**config.mk**
```make
export PLATFORM = sky130hd
export DESIGN_NAME = seg_msg_scanner_flat
export DESIGN_NICKNAME = d
export VERILOG_FILES = /design/src/rtl/seg_msg_scanner_if.sv /design/src/rtl/seg_msg_scanner.sv /design/src/flat_wrapper.sv
export SDC_FILE = /design/constraint.sdc
export NUM_CORES = 1
export LEC_CHECK = 0
export ABC_AREA = 0
export CAP_MARGIN = 20
export CORE_MARGIN = 4
export CORE_UTILIZATION = 25
export CTS_BUF_LIST = sky130_fd_sc_hd__clkbuf_4
export CTS_CLUSTER_SIZE = 12
export DETAILED_ROUTE_END_ITERATION = 7
export DONT_BUFFER_PORTS = 1
export PLACE_DENSITY_LB_ADDON = 0.2
export SYNTH_ARGS = -nofsm -noshare
export SYNTH_HDL_FRONTEND = slang
export SYNTH_SLANG_ARGS = --single-unit
```
**constraint.sdc**
```tcl
create_clock -name CLK -period 6.25 [get_ports CLK]
set_input_delay 1.25 -clock CLK [delete_from_list [all_inputs] [get_ports CLK]]
set_output_delay 1.25 -clock CLK [all_outputs]
set_load 0.02 [all_outputs]
```
**src/rtl/seg_msg_scanner_if.sv**
```systemverilog
// rtl/seg_msg_scanner_if.sv - control, register-file and display signals of seg_msg_scanner
//
// Purpose: bundles the ATM-control handshake, the register-file read port and the
//          display pins so the scanner and its environment connect through one port.
// Signals:
//   START, STOP        control pulses from the ATM FSM
//   MSG_BASE, MSG_LEN  message window, sampled on an accepted START
//   DATA               7-bit code returned by the register file (combinational on RA)
//   RA3..RA0           registered register-file read address
//   SEG, AN            segment code and active-low one-hot digit enables
//   BUSY, DONE         status: not idle / message pass complete (1-cycle pulse)
//   PAUSE              scroll freeze, present only with SEG_SCROLL_PAUSE_EN defined
// Modports: master = environment (control + register file), slave = scanner.

interface seg_msg_scanner_if #(
    parameter int DIGITS = 4
);
    logic              START;
    logic              STOP;
    logic [3:0]        MSG_BASE;
    logic [4:0]        MSG_LEN;
    logic [6:0]        DATA;
    logic              RA3;
    logic              RA2;
    logic              RA1;
    logic              RA0;
    logic [6:0]        SEG;
    logic [DIGITS-1:0] AN;
    logic              BUSY;
    logic              DONE;
`ifdef SEG_SCROLL_PAUSE_EN
    logic              PAUSE;

    modport master (
        output START, STOP, MSG_BASE, MSG_LEN, DATA, PAUSE,
        input  RA3, RA2, RA1, RA0, SEG, AN, BUSY, DONE
    );
    modport slave (
        input  START, STOP, MSG_BASE, MSG_LEN, DATA, PAUSE,
        output RA3, RA2, RA1, RA0, SEG, AN, BUSY, DONE
    );
`else
    modport master (
        output START, STOP, MSG_BASE, MSG_LEN, DATA,
        input  RA3, RA2, RA1, RA0, SEG, AN, BUSY, DONE
    );
    modport slave (
        input  START, STOP, MSG_BASE, MSG_LEN, DATA,
        output RA3, RA2, RA1, RA0, SEG, AN, BUSY, DONE
    );
`endif
endinterface

```
**src/rtl/seg_msg_scanner.sv**
```systemverilog
// rtl/seg_msg_scanner.sv - seven-segment message sequencer over a 16-entry code register file
//
// Purpose: reads a window of MSG_LEN codes starting at MSG_BASE from the register file and
//          time-multiplexes them onto a DIGITS-wide common-anode display, scrolling one
//          position every SCROLL_FRAMES frames when the message is longer than the display.
// Ports:
//   CLK  system clock, rising edge
//   CLR  asynchronous active-high reset
//   bus  seg_msg_scanner_if.slave (START/STOP/MSG_BASE/MSG_LEN/DATA in,
//        RA3..RA0/SEG/AN/BUSY/DONE out, PAUSE in when enabled)
// Optional feature: define SEG_SCROLL_PAUSE_EN to add PAUSE, which freezes the frame
//          counter and scroll offset (and suppresses DONE) while digit scanning continues.

module seg_msg_scanner #(
    parameter int DIGITS        = 4,
    parameter int PRESCALE      = 1000,
    parameter int SCROLL_FRAMES = 64
) (
    input logic             CLK,
    input logic             CLR,
    seg_msg_scanner_if.slave bus
);
    localparam int SW = $clog2(PRESCALE);
    localparam int FW = (SCROLL_FRAMES > 1) ? $clog2(SCROLL_FRAMES) : 1;

    typedef enum logic [1:0] {IDLE, FETCH, SHOW} state_t;

    state_t            state_q, state_d;
    logic [3:0]        base_q, base_d;
    logic [4:0]        len_q, len_d;
    logic [4:0]        off_q, off_d;
    logic [3:0]        dig_q, dig_d;
    logic [SW-1:0]     slot_q, slot_d;
    logic [FW-1:0]     frame_q, frame_d;
    logic [3:0]        ra_q, ra_d;
    logic [6:0]        seg_q, seg_d;
    logic [DIGITS-1:0] an_q, an_d;
    logic              busy_q, busy_d;
    logic              done_q, done_d;

    logic [4:0] idx_sum;
    logic [4:0] idx;
    logic       blank;
    logic       len_ok;
    logic       pause;

`ifdef SEG_SCROLL_PAUSE_EN
    assign pause = bus.PAUSE;
`else
    assign pause = 1'b0;
`endif

    // offset < len and (when scrolling) digit < len, so one subtraction wraps the index
    assign idx_sum = off_q + {1'b0, dig_q};
    assign idx     = (idx_sum >= len_q) ? (idx_sum - len_q) : idx_sum;
    // digits past the end of a short message are shown blank
    assign blank   = ({1'b0, dig_q} >= len_q);
    assign len_ok  = (bus.MSG_LEN != 5'd0) && (bus.MSG_LEN <= 5'd16);

    always_comb begin
        state_d = state_q;
        base_d  = base_q;
        len_d   = len_q;
        off_d   = off_q;
        dig_d   = dig_q;
        slot_d  = slot_q;
        frame_d = frame_q;
        ra_d    = ra_q;
        seg_d   = seg_q;
        an_d    = an_q;
        done_d  = 1'b0;

        case (state_q)
            IDLE: begin
                an_d  = '1;
                seg_d = 7'b0;
            end
            FETCH: begin
                ra_d    = 4'({1'b0, base_q} + idx);
                slot_d  = '0;
                state_d = SHOW;
            end
            SHOW: begin
                if (slot_q == '0) begin
                    seg_d = blank ? 7'b0 : bus.DATA;
                    an_d  = ~(DIGITS'(1) << dig_q);
                end
                if (slot_q == SW'(PRESCALE - 2)) begin
                    // blank the anodes during the next FETCH to avoid ghosting
                    an_d    = '1;
                    state_d = FETCH;
                    if (dig_q == 4'(DIGITS - 1)) begin
                        dig_d = 4'd0;
                        if (!pause) begin
                            if (frame_q == FW'(SCROLL_FRAMES - 1)) begin
                                frame_d = '0;
                                if (len_q > 5'(DIGITS)) begin
                                    if (5'(off_q + 5'd1) == len_q) begin
                                        off_d  = 5'd0;
                                        done_d = 1'b1;
                                    end else begin
                                        off_d = off_q + 5'd1;
                                    end
                                end else begin
                                    done_d = 1'b1;
                                end
                            end else begin
                                frame_d = frame_q + FW'(1);
                            end
                        end
                    end else begin
                        dig_d = dig_q + 4'd1;
                    end
                end else begin
                    slot_d = slot_q + SW'(1);
                end
            end
            default: state_d = IDLE;
        endcase

        // accepted START (also a restart while busy) drops the current pass without DONE
        if (bus.START && len_ok && !bus.STOP) begin
            base_d  = bus.MSG_BASE;
            len_d   = bus.MSG_LEN;
            off_d   = 5'd0;
            dig_d   = 4'd0;
            slot_d  = '0;
            frame_d = '0;
            an_d    = '1;
            done_d  = 1'b0;
            state_d = FETCH;
        end

        if (bus.STOP && (state_q != IDLE)) begin
            state_d = IDLE;
            an_d    = '1;
            seg_d   = 7'b0;
            done_d  = 1'b0;
        end

        busy_d = (state_d != IDLE);
    end

    always_ff @(posedge CLK or posedge CLR) begin
        if (CLR) begin
            state_q <= IDLE;
            base_q  <= 4'd0;
            len_q   <= 5'd0;
            off_q   <= 5'd0;
            dig_q   <= 4'd0;
            slot_q  <= '0;
            frame_q <= '0;
            ra_q    <= 4'd0;
            seg_q   <= 7'b0;
            an_q    <= '1;
            busy_q  <= 1'b0;
            done_q  <= 1'b0;
        end else begin
            state_q <= state_d;
            base_q  <= base_d;
            len_q   <= len_d;
            off_q   <= off_d;
            dig_q   <= dig_d;
            slot_q  <= slot_d;
            frame_q <= frame_d;
            ra_q    <= ra_d;
            seg_q   <= seg_d;
            an_q    <= an_d;
            busy_q  <= busy_d;
            done_q  <= done_d;
        end
    end

    assign bus.RA3  = ra_q[3];
    assign bus.RA2  = ra_q[2];
    assign bus.RA1  = ra_q[1];
    assign bus.RA0  = ra_q[0];
    assign bus.SEG  = seg_q;
    assign bus.AN   = an_q;
    assign bus.BUSY = busy_q;
    assign bus.DONE = done_q;

endmodule

```
**src/flat_wrapper.sv**
```systemverilog
// flat-port wrapper written by rule: the top's interface ports become plain ports
module seg_msg_scanner_flat 
#(
    parameter int DIGITS        = 4,
    parameter int PRESCALE      = 1000,
    parameter int SCROLL_FRAMES = 64
)
  (CLK, CLR, bus_START, bus_STOP, bus_MSG_BASE, bus_MSG_LEN, bus_DATA, bus_RA3, bus_RA2, bus_RA1, bus_RA0, bus_SEG, bus_AN, bus_BUSY, bus_DONE);
  seg_msg_scanner_if #(.DIGITS(DIGITS)) bus_i ();
  input logic CLK;
  input logic CLR;
  input wire logic [$bits(bus_i.START)-1:0] bus_START;
  input wire logic [$bits(bus_i.STOP)-1:0] bus_STOP;
  input wire logic [$bits(bus_i.MSG_BASE)-1:0] bus_MSG_BASE;
  input wire logic [$bits(bus_i.MSG_LEN)-1:0] bus_MSG_LEN;
  input wire logic [$bits(bus_i.DATA)-1:0] bus_DATA;
  output wire logic [$bits(bus_i.RA3)-1:0] bus_RA3;
  output wire logic [$bits(bus_i.RA2)-1:0] bus_RA2;
  output wire logic [$bits(bus_i.RA1)-1:0] bus_RA1;
  output wire logic [$bits(bus_i.RA0)-1:0] bus_RA0;
  output wire logic [$bits(bus_i.SEG)-1:0] bus_SEG;
  output wire logic [$bits(bus_i.AN)-1:0] bus_AN;
  output wire logic [$bits(bus_i.BUSY)-1:0] bus_BUSY;
  output wire logic [$bits(bus_i.DONE)-1:0] bus_DONE;
  assign bus_i.START = bus_START;
  assign bus_i.STOP = bus_STOP;
  assign bus_i.MSG_BASE = bus_MSG_BASE;
  assign bus_i.MSG_LEN = bus_MSG_LEN;
  assign bus_i.DATA = bus_DATA;
  assign bus_RA3 = bus_i.RA3;
  assign bus_RA2 = bus_i.RA2;
  assign bus_RA1 = bus_i.RA1;
  assign bus_RA0 = bus_i.RA0;
  assign bus_SEG = bus_i.SEG;
  assign bus_AN = bus_i.AN;
  assign bus_BUSY = bus_i.BUSY;
  assign bus_DONE = bus_i.DONE;
  seg_msg_scanner #(.DIGITS(DIGITS), .PRESCALE(PRESCALE), .SCROLL_FRAMES(SCROLL_FRAMES)) u_core (.CLK(CLK), .CLR(CLR), .bus(bus_i));
endmodule
```
==> metrics, run 1 <==
status=finished, final reports clean; f_max=264.3 MHz; RSZ-0062 raised after global routing=false; Startpoint Class=register; post-synthesis cell type count=49; Critical Path End Type=register; hpwl dp=5671 um; Clock Path Buffers=2; RD Place Congestion=0.7598; RR Startpoint=u_core.dig_q[0]$_DFFE_PP0P_; buffer count from post-CTS setup fixing=0; PwrDens=214.6 nW/um2; Final setup viols=0; Setup TNS=0 ps; first-pass GRT wire length=12,740 um; capture point of the worst reg-to-reg path=u_core.ra_q[3]$_DFFE_PP0N_; clock root cell=clkbuf_4; pre-CTS WS=2425 ps; nets=397; port bufs=0; compound-gate portion of the synthesized area=16.66%; CTS tree=yes; Core Region=12,570 um2; largest net degree at the start of global routing=54; vias in the first global route=2,464; largest family of logic cells by synthesized area=simple AND/OR/NAND/NOR gates; Die X=121.3 um; Hold Fails Final Rpt=0; area of the multi-input gates=1753 um2; diode count=0; Relative slew margins=29.73%; Post-Syn Instances=348; Die ar.=14,700 um2; insertion delay to the later sink of the worst-skew pair=410 ps; Main synth FF type=dfrtp_1; Worst Tran Pin Value=1044 ps; initial detailed-routing violation count=110; hold path start=u_core.base_q[0]$_DFFE_PP0P_; total gr overflow=0; most frequent cells in the layout=dfrtp_1 (49), nand2_1 (47), nor2_1 (28); H-tree depth=2; Syn Nets=393; Cells on Worst Hold Path=2; Cell Area, Synth=3207 um2; commonest non-fill, non-tap cell in the layout=dfrtp_1; #FFs+latches synth=53; part of the Yosys area used for sequential elements=41.51%; max cap viols=0; Worst Path Arrival=4090 ps; critical path peak fanout=8; Post-synth EDFFs=0; DIE HEIGHT=121.3 um; Pleak=1.535 nW; initial antenna violation count=0; Syn Area/Cell=9.215 um2; Synth warnings=0; post-synthesis mux area share=0.6243%; Post-Synth Adder-Cell Area=10.46%; post-CTS sizing=0; fin crit period=3783 ps; GRT Overall Usage=11.13%; Async SR Flop Fraction=100.0%; Worst-path clk slew=160 ps; final wirelength=7717 um; share of layout cells above drive strength 1=6.799%; Hold WS=512.6 ps; hold endpoint=u_core.base_q[0]$_DFFE_PP0P_; IO Count=37; Fin Clk Skew=14.28 ps; initial core utilization=25.52%; fin. max-slew vios=0; Num CTS Buffers=5; R2R Setup Slk=2470 ps; Antenna Nets Post-Route=0; Sink Count=53; routed vias/inst=4.773; Synth Area in Simple Gates=21.65%; total number of vias=2,506; Critical Path RT=6550 ps; hold-fix buffer count after cts=0; FILL cells=1,352; # DRC=0; Hold WC Path Type=register to register; FF+latch area=1331 um2; type of the worst setup path=register to register; Worst Reg-to-Reg Cells=16; first-pass iteration count of the detailed router=4; row count=41; average routed wire per standard cell=14.70 um; Syn-to-layout area delta=8.311%; Power Total=745.2 uW; Final WS setup=2467 ps; xor/xnor share of the synthesized area=5.189%; Worst VDD drop=0.0001225 V; period utilization=60.53%
==> worst max path at each step <==
stage                                startpoint                         end  slack (ps)
floorplan           u_core.dig_q[0]$_DFFE_PP0P_  u_core.ra_q[3]$_DFFE_PP0N_        2870
global placement    u_core.dig_q[0]$_DFFE_PP0P_  u_core.ra_q[3]$_DFFE_PP0N_        2520
detailed placement  u_core.dig_q[0]$_DFFE_PP0P_  u_core.ra_q[3]$_DFFE_PP0N_        2420
CTS                 u_core.dig_q[0]$_DFFE_PP0P_  u_core.ra_q[3]$_DFFE_PP0N_        2400
global route        u_core.dig_q[0]$_DFFE_PP0P_  u_core.ra_q[3]$_DFFE_PP0N_        2090
finish              u_core.dig_q[0]$_DFFE_PP0P_  u_core.ra_q[3]$_DFFE_PP0N_        2470
==> logic make-up after synthesis <==
kind of cell	count (synthesis)
adder cells (fa/ha/maj)	25
XOR/XNOR	19
buffers and inverters	25
AO/OA/AOI/OAI	87
AND/OR/NAND/NOR	137
flip-flops	53
multiplexers	2
==> report_power, final <==
group / leakage (nW) / internal (mW) / switching (mW) / total, mW
Sequential: 0.702 / 0.370 / 0.0439 / 0.414
Combinational: 0.790 / 0.0521 / 0.0755 / 0.128
Clock: 0.0433 / 0.0877 / 0.116 / 0.203
Total: 1.54 / 0.510 / 0.235 / 0.745
==> state kept, by name, summed over array words and instances (netlist names) <==
| signal | flops |
|---|---|
| u_core.slot_q | 10 |
| u_core.bus.SEG | 7 |
| u_core.frame_q | 6 |
| u_core.len_q | 5 |
| u_core.off_q | 5 |
| u_core.base_q | 4 |
| u_core.bus.AN | 4 |
| u_core.dig_q | 4 |
| u_core.ra_q | 4 |
| u_core.state_q | 2 |
| u_core.bus.BUSY | 1 |
| u_core.bus.DONE | 1 |
==> area by class of cell <==
cell class,instances,share of cell area (%)
timing repair buffer,4,0.7925
multi-input combinational,270,50.47
clock inverter,2,0.9726
clock buffer,6,1.297
sequential,53,38.33
tap,172,6.196
inverter,18,1.945
==> Yosys cell counts, types with 2 or more instances <==
| cell type | n | area share (%) |
|---|---|---|
| a21oi_1 | 26 | 4.1 |
| nor3_1 | 8 | 1.2 |
| o21ai_1 | 2 | 0.31 |
| o31ai_1 | 7 | 1.6 |
| nand2b_1 | 4 | 0.78 |
| nor2_1 | 29 | 3.4 |
| nand4_1 | 3 | 0.59 |
| ha_1 | 22 | 8.6 |
| nand2_1 | 47 | 5.5 |
| xnor2_1 | 10 | 2.7 |
| dfrtp_1 | 49 | 38 |
| nand3_1 | 14 | 2.2 |
| nand4b_1 | 3 | 0.82 |
| a21o_1 | 6 | 1.4 |
| nor3b_1 | 2 | 0.47 |
| xor2_1 | 9 | 2.5 |
| o21ai_0 | 26 | 4.1 |
| a31oi_1 | 4 | 0.78 |
| dfstp_2 | 4 | 3.3 |
| inv_1 | 18 | 2.1 |
| and3_1 | 3 | 0.59 |
| nor4_1 | 3 | 0.59 |
| mux2i_1 | 2 | 0.62 |
| fa_1 | 3 | 1.9 |
| buf_6 | 4 | 1.4 |
| or3_1 | 4 | 0.78 |
| a22o_1 | 7 | 1.9 |
| nor2b_1 | 7 | 1.4 |
| clkbuf_1 | 2 | 0.23 |
==> metrics by stage <==
stage | utilization, % | instance area (um2) | cells
5_1_grt | 27.64 | 3473 | 525
3_5_place_dp | 26.91 | 3382 | 515
4_1_cts | 27.54 | 3461 | 523
3_3_place_gp | 26.91 | 3382 | 515
2_1_floorplan | - | 3207 | 348
6_report | 27.64 | 3473 | 525
==> critical path, stage by stage (launching register included) <==
cell and delay, ps:
dfrtp_1 530, ha_1 280, fa_1 400, a21o_1 170, a21oi_1 190, xnor2_1 110, ha_1 310, nand2_1 60
o21ai_1 400, nand2_1 100, o21a_1 140, ha_1 270, a21o_1 150, a21oi_1 170, xor2_1 190, xnor2_1 130
o21ai_0 80
==> routing by layer <==
metal,track usage (%),share of wire [%],vias up
met5,0,0,-
met4,3.852,2.5,0
met3,3.776,5.4,12
met2,18.13,46,58
met1,13.77,46,1195
li1,-,-,1241
Note: power is estimated with default switching activity, not from simulation.
==> inputs of run 2 (changes only) <==
Clock period 6.25 ns to 3.6 ns, I/O delays scaled along.
==> metrics, run 2 (synthesis results as in run 1) <==
placed cells=524; total number of vias=2,490; RD Place Congestion=0.7748; Setup TNS=0 ps; fin. max-slew vios=0; net switching power=409.9 uW; Hold Fails Final Rpt=0; hpwl dp=5668 um; hold-fix buffer count after cts=0; buffer count from post-CTS setup fixing=0; initial antenna violation count=0; Clock power frac=22.8%; fin crit period=3339 ps; share of layout cells above drive strength 1=10.56%; most frequent cells in the layout=dfrtp_1 (49), nand2_1 (47), nor2_1 (28); status=finished, final reports clean; H-tree depth=2; DIE HEIGHT=121.3 um; vias in the first global route=2,524; max FFs per register=10; Fin Clk Skew=22.30 ps; largest net degree at the start of global routing=54; nets=404; diode count=0; Critical Path RT=3880 ps; port bufs=0; type of the worst setup path=register to register; Syn-to-layout area delta=10.38%; critical path peak fanout=5; initial detailed-routing violation count=114; CTS tree=yes; average routed wire per standard cell=14.43 um; Reg power frac=58.3%; insertion delay to the later sink of the worst-skew pair=390 ps; Worst Tran Pin Value=748.0 ps; Core Region=12,570 um2; PwrDens=348.5 nW/um2; Worst-path clk slew=170 ps; Layout Utilization=28.16%; RSZ-0062 raised after global routing=false; Sink Count=53; Critical Path End Type=register; Die X=121.3 um; Startpoint Class=register; final wirelength=7679 um; first-pass GRT wire length=12,820 um; Int Pwr=823.5 uW; Cell Count, Final, Fillers Out=532; max cap viols=0; initial core utilization=25.52%; f_max=299.5 MHz; Hold WC Path Type=primary input to async pin; clock root cell=clkbuf_4; routed vias/inst=4.680; largest register by flop count=u_core.slot_q; Comb power frac=18.9%; Worst Path Arrival=3610 ps; first-pass iteration count of the detailed router=4; commonest non-fill, non-tap cell in the layout=dfrtp_1; Antenna Nets Post-Route=0; Clock Path Buffers=2; row count=41; Pleak=1.567 nW; total gr overflow=0; # DRC=0; Die ar.=14,700 um2; Num CTS Buffers=5; Final setup viols=0; Relative slew margins=50.13%; Sw Share=33.24%; period utilization=92.75%; IO Count=37; Worst VDD drop=0.0001131 V; GRT Overall Usage=10.96%
[run 2: layout make-up]
| cell class | instances | area, um2 |
|---|---|---|
| fillers | 1312 | 9029 |
| multi-input cells | 270 | 1788 |
| flip-flops and latches | 53 | 1331 |
| well taps | 172 | 215.2 |
| repair buffers | 11 | 82.58 |
| inverters | 18 | 67.56 |
| clock buffers | 6 | 45.04 |
| clock inverters | 2 | 10.01 |
[run 2: power by group through the flow]
stage                     registers [mW]  clock network, mW  logic, mW
after floorplan                    0.717                  0      0.179
after global placement             0.734                  0      0.228
after detailed placement           0.734                  0      0.227
after CTS                          0.723              0.304      0.229
after global routing               0.730              0.325      0.269
final                              0.720              0.281      0.233
[run 2: final timing paths]
check | startpoint | end | slack [ps] | depth (start not counted)
setup / recovery | u_core.dig_q[0]$_DFFE_PP0P_ | u_core.ra_q[3]$_DFFE_PP0N_ | 260 | 16
max in group asynchronous | CLR | u_core.off_q[2]$_DFFE_PP0P_ | 2720 | 2
hold / removal | CLR | u_core.slot_q[4]$_DFFE_PP0P_ | 360 | 2
hold reg to reg | u_core.base_q[0]$_DFFE_PP0P_ | u_core.base_q[0]$_DFFE_PP0P_ | 510 | 2
setup reg to reg | u_core.dig_q[0]$_DFFE_PP0P_ | u_core.ra_q[3]$_DFFE_PP0N_ | 260 | 16
min in group CLK | bus_STOP | u_core.state_q[0]$_DFF_PP0_ | 360 | 1
[run 2: per-layer routing]
layer,global-route usage [%],wire (um)
met1,14.29,3657
met2,17.96,3622
met3,3.124,321
met4,2.731,78
met5,0,0
[run 2: timing repair]
| action | in CTS | in global routing |
|---|---|---|
| resized for setup | 0 | 7 |
| endpoints found under the setup margin | 0 | 3 |
| hold endpoints to repair | 0 | 0 |
[run 2: critical path, cell delays in order (launching register included)]
cell and delay, ps:
dfrtp_1 410, ha_1 230, fa_2 380, xor2_2 170, ha_1 350, a21o_1 220
a31oi_2 210, o21ai_4 110, buf_4 150, nor2_1 70, a21oi_1 50, ha_1 190
a21o_1 190, a21oi_2 140, xor2_1 180, xnor2_1 130, o21ai_0 80
[run 2: per-stage QoR]
stage                     area (um2)  hold WS, ps  power (mW)  setup WS [ps]
after detailed placement        3450        477.0      0.9613          162.9
after global routing            3540        316.9       1.324          21.94
final                           3540        363.1       1.233          261.0
after global placement          3450        486.1      0.9615          171.3
after floorplan                 3207        452.3      0.8953          219.5
after CTS                       3505        333.6       1.256          139.3
==> inputs of run 3 (changes only) <==
Settings changed: ABC_AREA 0 to 1, CELL_PAD_IN_SITES_DETAIL_PLACEMENT from default to 0, CELL_PAD_IN_SITES_GLOBAL_PLACEMENT from default to 1, SLEW_MARGIN from default to 5.
==> metrics, run 3 <==
max layer used=met4; max cap viols=0; nets=506; total length of routed met3 wires=404 um; average routed wire per standard cell=13.37 um; Startpoint Class=register; Syn Nets=498; row count=42; type of the worst setup path=register to register; initial antenna violation count=0; hpwl dp=6708 um; #FFs+latches synth=53; FILL cells=1,438; status=finished, final reports clean; Post-synth EDFFs=0; WL met1=4193 um; Final WS setup=268.2 ps; Die X=124.7 um; Synth warnings=0; H-tree depth=2; port bufs=0; Critical Path RT=3920 ps; period utilization=92.55%; vias in the first global route=2,821; met2 routed WL=3886 um; Clock Path Buffers=2; area of the multi-input gates=1798 um2; post-synthesis cell type count=35; Layout Utilization=28.00%; first-pass GRT wire length=14,230 um; pre-CTS WS=136.3 ps; # DRC=0; first-pass iteration count of the detailed router=4; final wirelength=8529 um; f_max=300.1 MHz; Syn-to-layout area delta=9.254%; PwrDens=457.6 nW/um2; Final setup viols=0; Async SR Flop Fraction=100.0%; Relative slew margins=53.34%; Sink Count=53; routed vias/inst=4.431; Fin Clk Skew=11.69 ps; Main synth FF type=dfrtp_1; Hold Fails Final Rpt=0; RD Place Congestion=0.8610; initial core utilization=25.63%; max FFs per register=10; Worst Tran Pin Value=698.9 ps; Num CTS Buffers=5; Die ar.=15,560 um2; Pleak=1.836 nW; Synth top cells by count=nand2_1 (127), inv_1 (65), dfrtp_1 (49); Syn Area/Cell=7.521 um2; fin crit period=3332 ps; Worst Path Arrival=3650 ps; critical path peak fanout=5; Setup TNS=0 ps; Core Region=13,300 um2; fin. max-slew vios=0; Synth area leaders=dfrtp_1 (36%), nand2_1 (14%), ha_1 (8.1%), inv_1 (7.2%), nand3_1 (6.9%); Worst-path clk slew=170 ps; CTS tree=yes; FF+latch area=1333 um2; final instance area=3722 um2; most frequent cells in the layout=nand2_1 (127), inv_1 (64), dfrtp_1 (48); DIE HEIGHT=124.7 um; Worst VDD drop=0.0001730 V; biggest area consumer among synthesized cells=dfrtp_1; Hold WC Path Type=primary input to async pin; most instantiated library cell after synthesis=nand2_1; largest register by flop count=u_core.slot_q; Critical Path End Type=register; initial detailed-routing violation count=89; share of layout cells above drive strength 1=7.576%; part of the Yosys area used for sequential elements=39.07%; clock root cell=clkbuf_4; total number of vias=2,827; R2R Setup Slk=270 ps; commonest non-fill, non-tap cell in the layout=nand2_1; GRT Overall Usage=11.15%; Antenna Nets Post-Route=0; diode count=0; Post-Syn Instances=453; total gr overflow=0; hold-fix buffer count after cts=0; placed cell area=3632 um2; largest net degree at the start of global routing=34; IO Count=37; post-synth top area share=35.99%; insertion delay to the later sink of the worst-skew pair=390 ps; Cell Area, Synth=3407 um2
run 3: cell families after synthesis:
family | share of synthesized area [%]
DFF | 39.07
adders and majority gates | 9.842
and+or+nand+nor | 31.03
AOI/OAI and AO/OA | 9.512
buffers and inverters | 8.226
xor gates and xnor gates | 2.314
run 3: timing repair:
item	CTS	global route
setup endpoints to repair	0	2
buffers inserted	0	1
resized for setup	0	2
hold endpoints to repair	0	0
run 3: power by group:
part | switching [mW] | internal, mW
clock | 0.205 | 0.144
sequential | 0.143 | 0.701
combinational | 0.323 | 0.187
run 3: routing by layer:
metal	track usage (%)	vias to the layer above
met5	0	-
met2	17.84	38
met4	2.515	0
li1	-	1482
met1	15.15	1305
met3	2.873	2
run 3: area by class of cell:
cell class                 count  area share [%]
clock buffer                   5           1.008
clock inverter                 3           1.109
inverter                      66           6.655
multi-input combinational    329           48.30
sequential                    53           35.80
tap                          176           5.916
timing repair buffer           6           1.210
run 3: worst paths after layout:
kind / end / from / cells past startpoint
max in group asynchronous: u_core.dig_q[0]$_DFFE_PP0P_ / CLR / 2
min in group CLK: u_core.base_q[0]$_DFFE_PP0P_ / bus_MSG_BASE[0] / 2
setup / recovery: u_core.ra_q[2]$_DFFE_PP0N_ / u_core.dig_q[0]$_DFFE_PP0P_ / 19
setup reg to reg: u_core.ra_q[2]$_DFFE_PP0N_ / u_core.dig_q[0]$_DFFE_PP0P_ / 19
hold reg to reg: u_core.base_q[2]$_DFFE_PP0P_ / u_core.base_q[2]$_DFFE_PP0P_ / 2
hold / removal: u_core.bus.SEG[3]$_DFFE_PP0P_ / CLR / 1
run 3: worst max-delay path, stage by stage, from the launching register on:
cell     delay (ps)
dfrtp_2         440
ha_1            220
fa_1            400
a21oi_1         150
nor2_1           50
nor2_1          110
xor2_1          160
ha_1            250
nand2_1          70
inv_1            40
nand2_1          70
nand2_1          60
nor2_2          180
nand2_1          60
o21ai_0          80
ha_1            180
inv_1            50
fa_1            370
xor2_1          140
o21ai_0         180
run 3: through the flow:
step	total power [mW]	cells	hold slack, ps
2_1_floorplan	1.222	453	455.3
3_3_place_gp	1.379	629	499.0
3_5_place_dp	1.381	629	502.7
4_1_cts	1.741	637	313.9
5_1_grt	1.852	638	341.3
6_report	1.703	638	299.6
